<file path="config.mk">
export PLATFORM = sky130hd
export DESIGN_NAME = reg_dump_reader_flat
export DESIGN_NICKNAME = d
export VERILOG_FILES = /design/src/rtl/reg_dump_reader_if.sv /design/src/rtl/reg_dump_reader.sv /design/src/flat_wrapper.sv
export SDC_FILE = /design/constraint.sdc
export NUM_CORES = 1
export LEC_CHECK = 0
export CAP_MARGIN = 20
export CORE_MARGIN = 2
export CORE_UTILIZATION = 47
export DETAILED_ROUTE_END_ITERATION = 12
export GPL_TIMING_DRIVEN = 0
export PLACE_DENSITY = 0.85
export REMOVE_ABC_BUFFERS = 1
export SYNTH_ARGS = -nofsm -noshare
export SYNTH_HDL_FRONTEND = slang
export SYNTH_SLANG_ARGS = --single-unit
</file>
<file path="constraint.sdc">
create_clock -name clk -period 3.3 [get_ports clk]
set_input_delay 0.99 -clock clk [delete_from_list [all_inputs] [get_ports clk]]
set_output_delay 0.99 -clock clk [all_outputs]
set_load 0.01 [all_outputs]
</file>
<file path="src/rtl/reg_dump_reader_if.sv">
// Register-dump stream bundle: register file read port, control and output stream.
interface reg_dump_reader_if #(
    parameter int unsigned BIT_WIDTH = 32,
    parameter int unsigned REG_WIDTH = $clog2(BIT_WIDTH)
);
    logic                 start;
    logic                 abort;
    logic [REG_WIDTH-1:0] Read_reg;
    logic [BIT_WIDTH-1:0] Read_Data;
    logic [BIT_WIDTH-1:0] dump_data;
    logic [REG_WIDTH-1:0] dump_index;
    logic                 dump_valid;
    logic                 dump_ready;
    logic                 dump_last;
    logic                 busy;
    logic                 done;

    // Sequencer side
    modport master (
        input  start, abort, Read_Data, dump_ready,
        output Read_reg, dump_data, dump_index, dump_valid, dump_last, busy, done
    );

    // Controller / register file / consumer side
    modport slave (
        output start, abort, Read_Data, dump_ready,
        input  Read_reg, dump_data, dump_index, dump_valid, dump_last, busy, done
    );
endinterface

</file>
<file path="src/rtl/reg_dump_reader.sv">
// Walks the register file through one read port and streams each value out.
module reg_dump_reader #(
    parameter int unsigned BIT_WIDTH = 32,
    parameter int unsigned REG_WIDTH = $clog2(BIT_WIDTH),
    parameter int unsigned NUM_REGS  = BIT_WIDTH,
    parameter int unsigned SKIP_ZERO = 0
) (
    input  logic                 clk,
    input  logic                 rst,
    reg_dump_reader_if.master    bus
);
    typedef enum logic [1:0] {
        S_IDLE = 2'd0,
        S_LOAD = 2'd1,
        S_SEND = 2'd2,
        S_DONE = 2'd3
    } state_e;

    localparam logic [REG_WIDTH-1:0] LAST_IDX  = REG_WIDTH'(NUM_REGS - 1);
    localparam logic [REG_WIDTH-1:0] FIRST_IDX = (SKIP_ZERO != 0) ? REG_WIDTH'(1) : '0;

    state_e               state_q, state_d;
    logic [REG_WIDTH-1:0] idx_q, idx_d;
    logic [BIT_WIDTH-1:0] data_q, data_d;
    logic [REG_WIDTH-1:0] index_q, index_d;
    logic                 valid_q, valid_d;
    logic                 last_q, last_d;
    logic                 busy_q, busy_d;
    logic                 done_q, done_d;

    // State and output registers
    always_ff @(posedge clk or negedge rst) begin
        if (!rst) begin
            state_q <= S_IDLE;
            idx_q   <= '0;
            data_q  <= '0;
            index_q <= '0;
            valid_q <= 1'b0;
            last_q  <= 1'b0;
            busy_q  <= 1'b0;
            done_q  <= 1'b0;
        end else begin
            state_q <= state_d;
            idx_q   <= idx_d;
            data_q  <= data_d;
            index_q <= index_d;
            valid_q <= valid_d;
            last_q  <= last_d;
            busy_q  <= busy_d;
            done_q  <= done_d;
        end
    end

    // Next-state logic; abort overrides everything, a handshake advances the walk
    always_comb begin
        state_d = state_q;
        idx_d   = idx_q;
        data_d  = data_q;
        index_d = index_q;
        valid_d = valid_q;
        last_d  = last_q;

        if (bus.abort) begin
            state_d = S_IDLE;
            idx_d   = '0;
            valid_d = 1'b0;
            last_d  = 1'b0;
        end else begin
            case (state_q)
                S_IDLE: begin
                    if (bus.start) begin
                        idx_d   = FIRST_IDX;
                        state_d = S_LOAD;
                    end
                end
                S_LOAD: begin
                    data_d  = bus.Read_Data;
                    index_d = idx_q;
                    last_d  = (idx_q == LAST_IDX);
                    valid_d = 1'b1;
                    state_d = S_SEND;
                end
                S_SEND: begin
                    if (valid_q && bus.dump_ready) begin
                        valid_d = 1'b0;
                        last_d  = 1'b0;
                        if (last_q) begin
                            state_d = S_DONE;
                        end else begin
                            idx_d   = idx_q + REG_WIDTH'(1);
                            state_d = S_LOAD;
                        end
                    end
                end
                S_DONE: begin
                    idx_d   = '0;
                    state_d = S_IDLE;
                end
                default: begin
                    idx_d   = '0;
                    valid_d = 1'b0;
                    last_d  = 1'b0;
                    state_d = S_IDLE;
                end
            endcase
        end

        busy_d = (state_d != S_IDLE);
        done_d = (state_d == S_DONE);
    end

    // Everything leaving the block comes straight from a register
    assign bus.Read_reg   = idx_q;
    assign bus.dump_data  = data_q;
    assign bus.dump_index = index_q;
    assign bus.dump_valid = valid_q;
    assign bus.dump_last  = last_q;
    assign bus.busy       = busy_q;
    assign bus.done       = done_q;
endmodule

</file>
<file path="src/flat_wrapper.sv">
// flat-port wrapper written by rule: the top's interface ports become plain ports
module reg_dump_reader_flat 
#(
    parameter int unsigned BIT_WIDTH = 32,
    parameter int unsigned REG_WIDTH = $clog2(BIT_WIDTH),
    parameter int unsigned NUM_REGS  = BIT_WIDTH,
    parameter int unsigned SKIP_ZERO = 0
)
  (clk, rst, bus_start, bus_abort, bus_Read_Data, bus_dump_ready, bus_Read_reg, bus_dump_data, bus_dump_index, bus_dump_valid, bus_dump_last, bus_busy, bus_done);
  reg_dump_reader_if #(.BIT_WIDTH(BIT_WIDTH), .REG_WIDTH(REG_WIDTH)) bus_i ();
  input  logic clk;
  input  logic rst;
  input wire logic [$bits(bus_i.start)-1:0] bus_start;
  input wire logic [$bits(bus_i.abort)-1:0] bus_abort;
  input wire logic [$bits(bus_i.Read_Data)-1:0] bus_Read_Data;
  input wire logic [$bits(bus_i.dump_ready)-1:0] bus_dump_ready;
  output wire logic [$bits(bus_i.Read_reg)-1:0] bus_Read_reg;
  output wire logic [$bits(bus_i.dump_data)-1:0] bus_dump_data;
  output wire logic [$bits(bus_i.dump_index)-1:0] bus_dump_index;
  output wire logic [$bits(bus_i.dump_valid)-1:0] bus_dump_valid;
  output wire logic [$bits(bus_i.dump_last)-1:0] bus_dump_last;
  output wire logic [$bits(bus_i.busy)-1:0] bus_busy;
  output wire logic [$bits(bus_i.done)-1:0] bus_done;
  assign bus_i.start = bus_start;
  assign bus_i.abort = bus_abort;
  assign bus_i.Read_Data = bus_Read_Data;
  assign bus_i.dump_ready = bus_dump_ready;
  assign bus_Read_reg = bus_i.Read_reg;
  assign bus_dump_data = bus_i.dump_data;
  assign bus_dump_index = bus_i.dump_index;
  assign bus_dump_valid = bus_i.dump_valid;
  assign bus_dump_last = bus_i.dump_last;
  assign bus_busy = bus_i.busy;
  assign bus_done = bus_i.done;
  reg_dump_reader #(.BIT_WIDTH(BIT_WIDTH), .REG_WIDTH(REG_WIDTH), .NUM_REGS(NUM_REGS), .SKIP_ZERO(SKIP_ZERO)) u_core (.clk(clk), .rst(rst), .bus(bus_i));
endmodule
</file>
==> impl_results.rst <==
.. list-table::
   :header-rows: 1

   * - Metric
     - Value
   * - Clock sink count
     - 48
   * - Final number of hold-violating endpoints
     - 0
   * - Placeable core region
     - between 0.004 and 0.005 mm²
   * - Layout area overhead
     - 43.4%
   * - Arrival time worst endpoint
     - between 2000 and 3000 ps
   * - Worst-case hold path end point
     - u_core.bus.dump_data[20]
   * - Worst-case clock buffer depth
     - 2
   * - Startpoint of the lowest-slack register-to-register path
     - u_core.state_q[1]
   * - Fraction of the yosys area taken by sequential cells
     - between 50% and 60%
   * - Post-synthesis cell type count
     - 32
   * - Crit-path max FO
     - 20
   * - GR Util met2
     - between 30% and 40%
   * - Worst-Margin Slew
     - between 800 and 900 ps
   * - Placement-stage worst setup slack
     - approximately 270 ps
   * - Endpoint of the lowest-slack register-to-register path
     - u_core.bus.dump_data[22]
   * - Final min period
     - 2680 ps
   * - Min-Delay Path Class
     - reg2reg
   * - Final count of pins violating max slew
     - 0
   * - Count of maximum capacitance violations
     - 0
   * - Commonest non-fill, non-tap cell in the layout
     - clkdlybuf4s50_1
   * - Filler instances
     - 315
   * - Final worst path period share
     - 81.2%
   * - Maximum cell stage delay along the critical path
     - ~690 ps
   * - Clock root buffer
     - clkbuf_8
   * - Routed wirelength normalized by instance count
     - about 17 µm
   * - Count of port buffers added during placement
     - about 80
   * - Met3 track demand over resource in global routing
     - a little over 4%
   * - Kind of start point of the critical path
     - input pin
   * - Final weighted congestion in routability-driven placement
     - between 0.7 and 0.8
   * - Die X-Extent
     - 71.8 µm
   * - Initial cell density of the core
     - 49.3%
   * - Post-synthesis cell type with the largest combined area
     - dfrtp_1
   * - Detailed-routing iteration count for the pre-antenna-repair pass
     - 3
   * - Number of buffers inserted to repair setup after CTS
     - 0
   * - Wire length after detailed routing
     - 4.68 mm
   * - Relative slew margins
     - around 46%
   * - Diodes inserted
     - 0
   * - RSZ-0062 raised after global routing
     - false
   * - Average footprint of a synthesized cell
     - 15.5 µm²
   * - Highest ir drop seen on vdd
     - around 0.44 mV
   * - DR iter-0 viols
     - 46
   * - CTS buffer count
     - 5
   * - Static leakage power
     - ~0.0014 µW
   * - Slowest-stage cell, CP
     - nor2b_4
   * - # nets final
     - roughly 270
   * - Overflow after GRT
     - 0
   * - Number of H-tree levels
     - 2
   * - Worst-Skew Late Latency
     - between 200 and 300 ps
   * - Height of the die
     - between 70 and 80 µm
   * - Count of placed standard cells in the final layout, fillers left out
     - approximately 280
   * - Result of the run
     - completed
   * - Top-level I/O count
     - 83
   * - Worst reg-to-reg path cell count
     - 5
   * - Synth warn
     - 0
   * - Top cells by area in the synthesized netlist
     - dfrtp_1 56%, mux2_4 21%, mux2_2 4.2%, ha_1 2.9%, buf_12 2.8%
   * - Antenna violations before repair
     - 0
   * - Wire length of the first global-routing pass
     - 7.29 mm
   * - Final Worst Setup Slack
     - between 600 and 700 ps
   * - Cell depth of the worst min-delay path
     - 1
   * - FMAX
     - 373 MHz
   * - Setup Viol. Count Final
     - 0
   * - Vias/cell
     - 5.15
   * - Overall Global Routing Usage
     - a little under a fifth
   * - Met1 track demand over resource
     - about a quarter
   * - Hold path startpoint
     - u_core.bus.dump_data[20]
   * - Die area
     - a little over 0.005 mm²
   * - Number of design rule violations left after detail routing
     - 0
   * - Max FFs per register
     - 32
   * - Buffers plus inverters on the worst setup path
     - 2
   * - Via count of the first global-routing pass
     - 1,479
   * - Vias after detailed routing
     - approximately 1,400
   * - Seq cells post-synth
     - 48
   * - Fraction of layout cells with a size suffix above 1
     - 23.5%
   * - Number of gates given a new drive strength after cts
     - 0
   * - Skew final
     - roughly 3.4 ps
   * - Cell Area, Synth
     - 0.00216 mm²
   * - Pwr/cell area
     - ~800 mW/mm²
   * - Commonest cells after routing, fill and taps aside
     - 81 x clkdlybuf4s50_1, 48 x dfrtp_1, 30 x mux2_4, 8 x mux2_2
   * - Kind of end point of the critical path
     - flip-flop
   * - Hold_buf cts
     - 0
   * - Area fraction of the dominant cell type after synthesis
     - about 56%
   * - Post-Syn Instances
     - 139
   * - Largest net degree at the start of global routing
     - 27
   * - Flop2flop setup slack
     - approximately 1100 ps
   * - Crit path max-delay family
     - buffers and inverters
   * - Placement Rows
     - 24
   * - Chain of cells forming the critical path
     - clkdlybuf4s50_1, nor2b_4, buf_12, mux2_2
   * - TritonCTS clock tree
     - done
   * - Number of nets still failing antenna checks after routing
     - 0
   * - Half-perimeter wire length of the detailed placement result
     - 3.46 mm
   * - Clk pin slew, worst setup/hold paths
     - about 80 ps
   * - Worst setup path category
     - in2reg
   * - Data required time of the critical path
     - roughly 3500 ps
   * - Number of instances in the placed design
     - 270
   * - GRT busiest layer
     - met2
-- stage by stage --
step	hold slack (ps)	power (µW)	TNS (ps)	cell area (µm²)	utilization [%]
floorplan	545	1560	0	2080	-
global placement	490	2110	-28090	2970	67.7
detailed placement	491	2160	0	3010	68.6
CTS	514	2520	0	3100	70.7
global route	529	2620	0	3100	70.7
finish	509	2490	0	3100	70.7
-- worst max-delay path by stage --
| stage | from | to | slack, ps | depth (start not counted) |
|---|---|---|---|---|
| finish | bus_abort | u_core.bus.dump_data[22] | 620 | 4 |
| global route | bus_abort | u_core.bus.dump_data[22] | 540 | 4 |
| floorplan | bus_abort | u_core.bus.dump_data[17] | 340 | 2 |
| CTS | bus_abort | u_core.bus.dump_data[22] | 600 | 4 |
| detailed placement | bus_abort | u_core.bus.dump_data[22] | 270 | 4 |
| global placement | bus_abort | u_core.bus.dump_data[21] | -740 | 3 |
-- area by class of cell --
type	instances	area [µm²]	share of cell area (%)
multi-input cells	81	867	28.0
well taps	52	65.1	2.10
flip-flops and latches	48	1200	38.8
inverters	5	18.8	0.606
repair buffers	84	856	27.6
clock buffers	8	90.1	2.91
-- synth_stat cells --
cell type / number
buf_6: 1
a31oi_1: 1
nand2b_2: 1
a41oi_1: 1
mux2_4: 30
o21bai_4: 1
a21oi_1: 2
buf_12: 3
a21boi_0: 1
o21ai_0: 2
nand2_1: 6
o31ai_1: 2
a22o_1: 2
inv_1: 5
nor3_1: 1
ha_1: 5
and3b_2: 1
nor2b_1: 1
and3_1: 1
nand4_1: 1
nand3_1: 1
mux2i_1: 2
buf_4: 1
nor2b_2: 1
a21oi_2: 1
o221ai_1: 1
mux2_2: 8
o311ai_2: 1
o21ai_1: 1
nor2_1: 4
nand2b_1: 2
dfrtp_1: 48
-- metal layers --
layer  share of wire [%]  wire [µm]
met5                   0          0
met2                  48       2260
met1                  45       2100
met3                 6.3        295
met4                0.53         25
-- worst reg2reg max path: stages, from the launching register on --
cell	delay, ps
dfrtp_1	400
inv_1	110
ha_1	270
nor2b_4	710
buf_12	270
mux2_2	360
-- report_power, final --
group	internal, µW	leakage (µW)	switching [µW]	total [µW]
Combinational	766	0.000728	433	1200
Clock	171	0.0000455	183	354
Sequential	814	0.000598	125	939
-- cells by family after synthesis --
group / synth area share (%)
compound gates: 6.14
simple gates: 4.92
fa+ha+maj: 2.90
mux: 25.9
flops: 55.6
buf+inv: 4.52
Note: power is estimated with default switching activity, not from simulation.
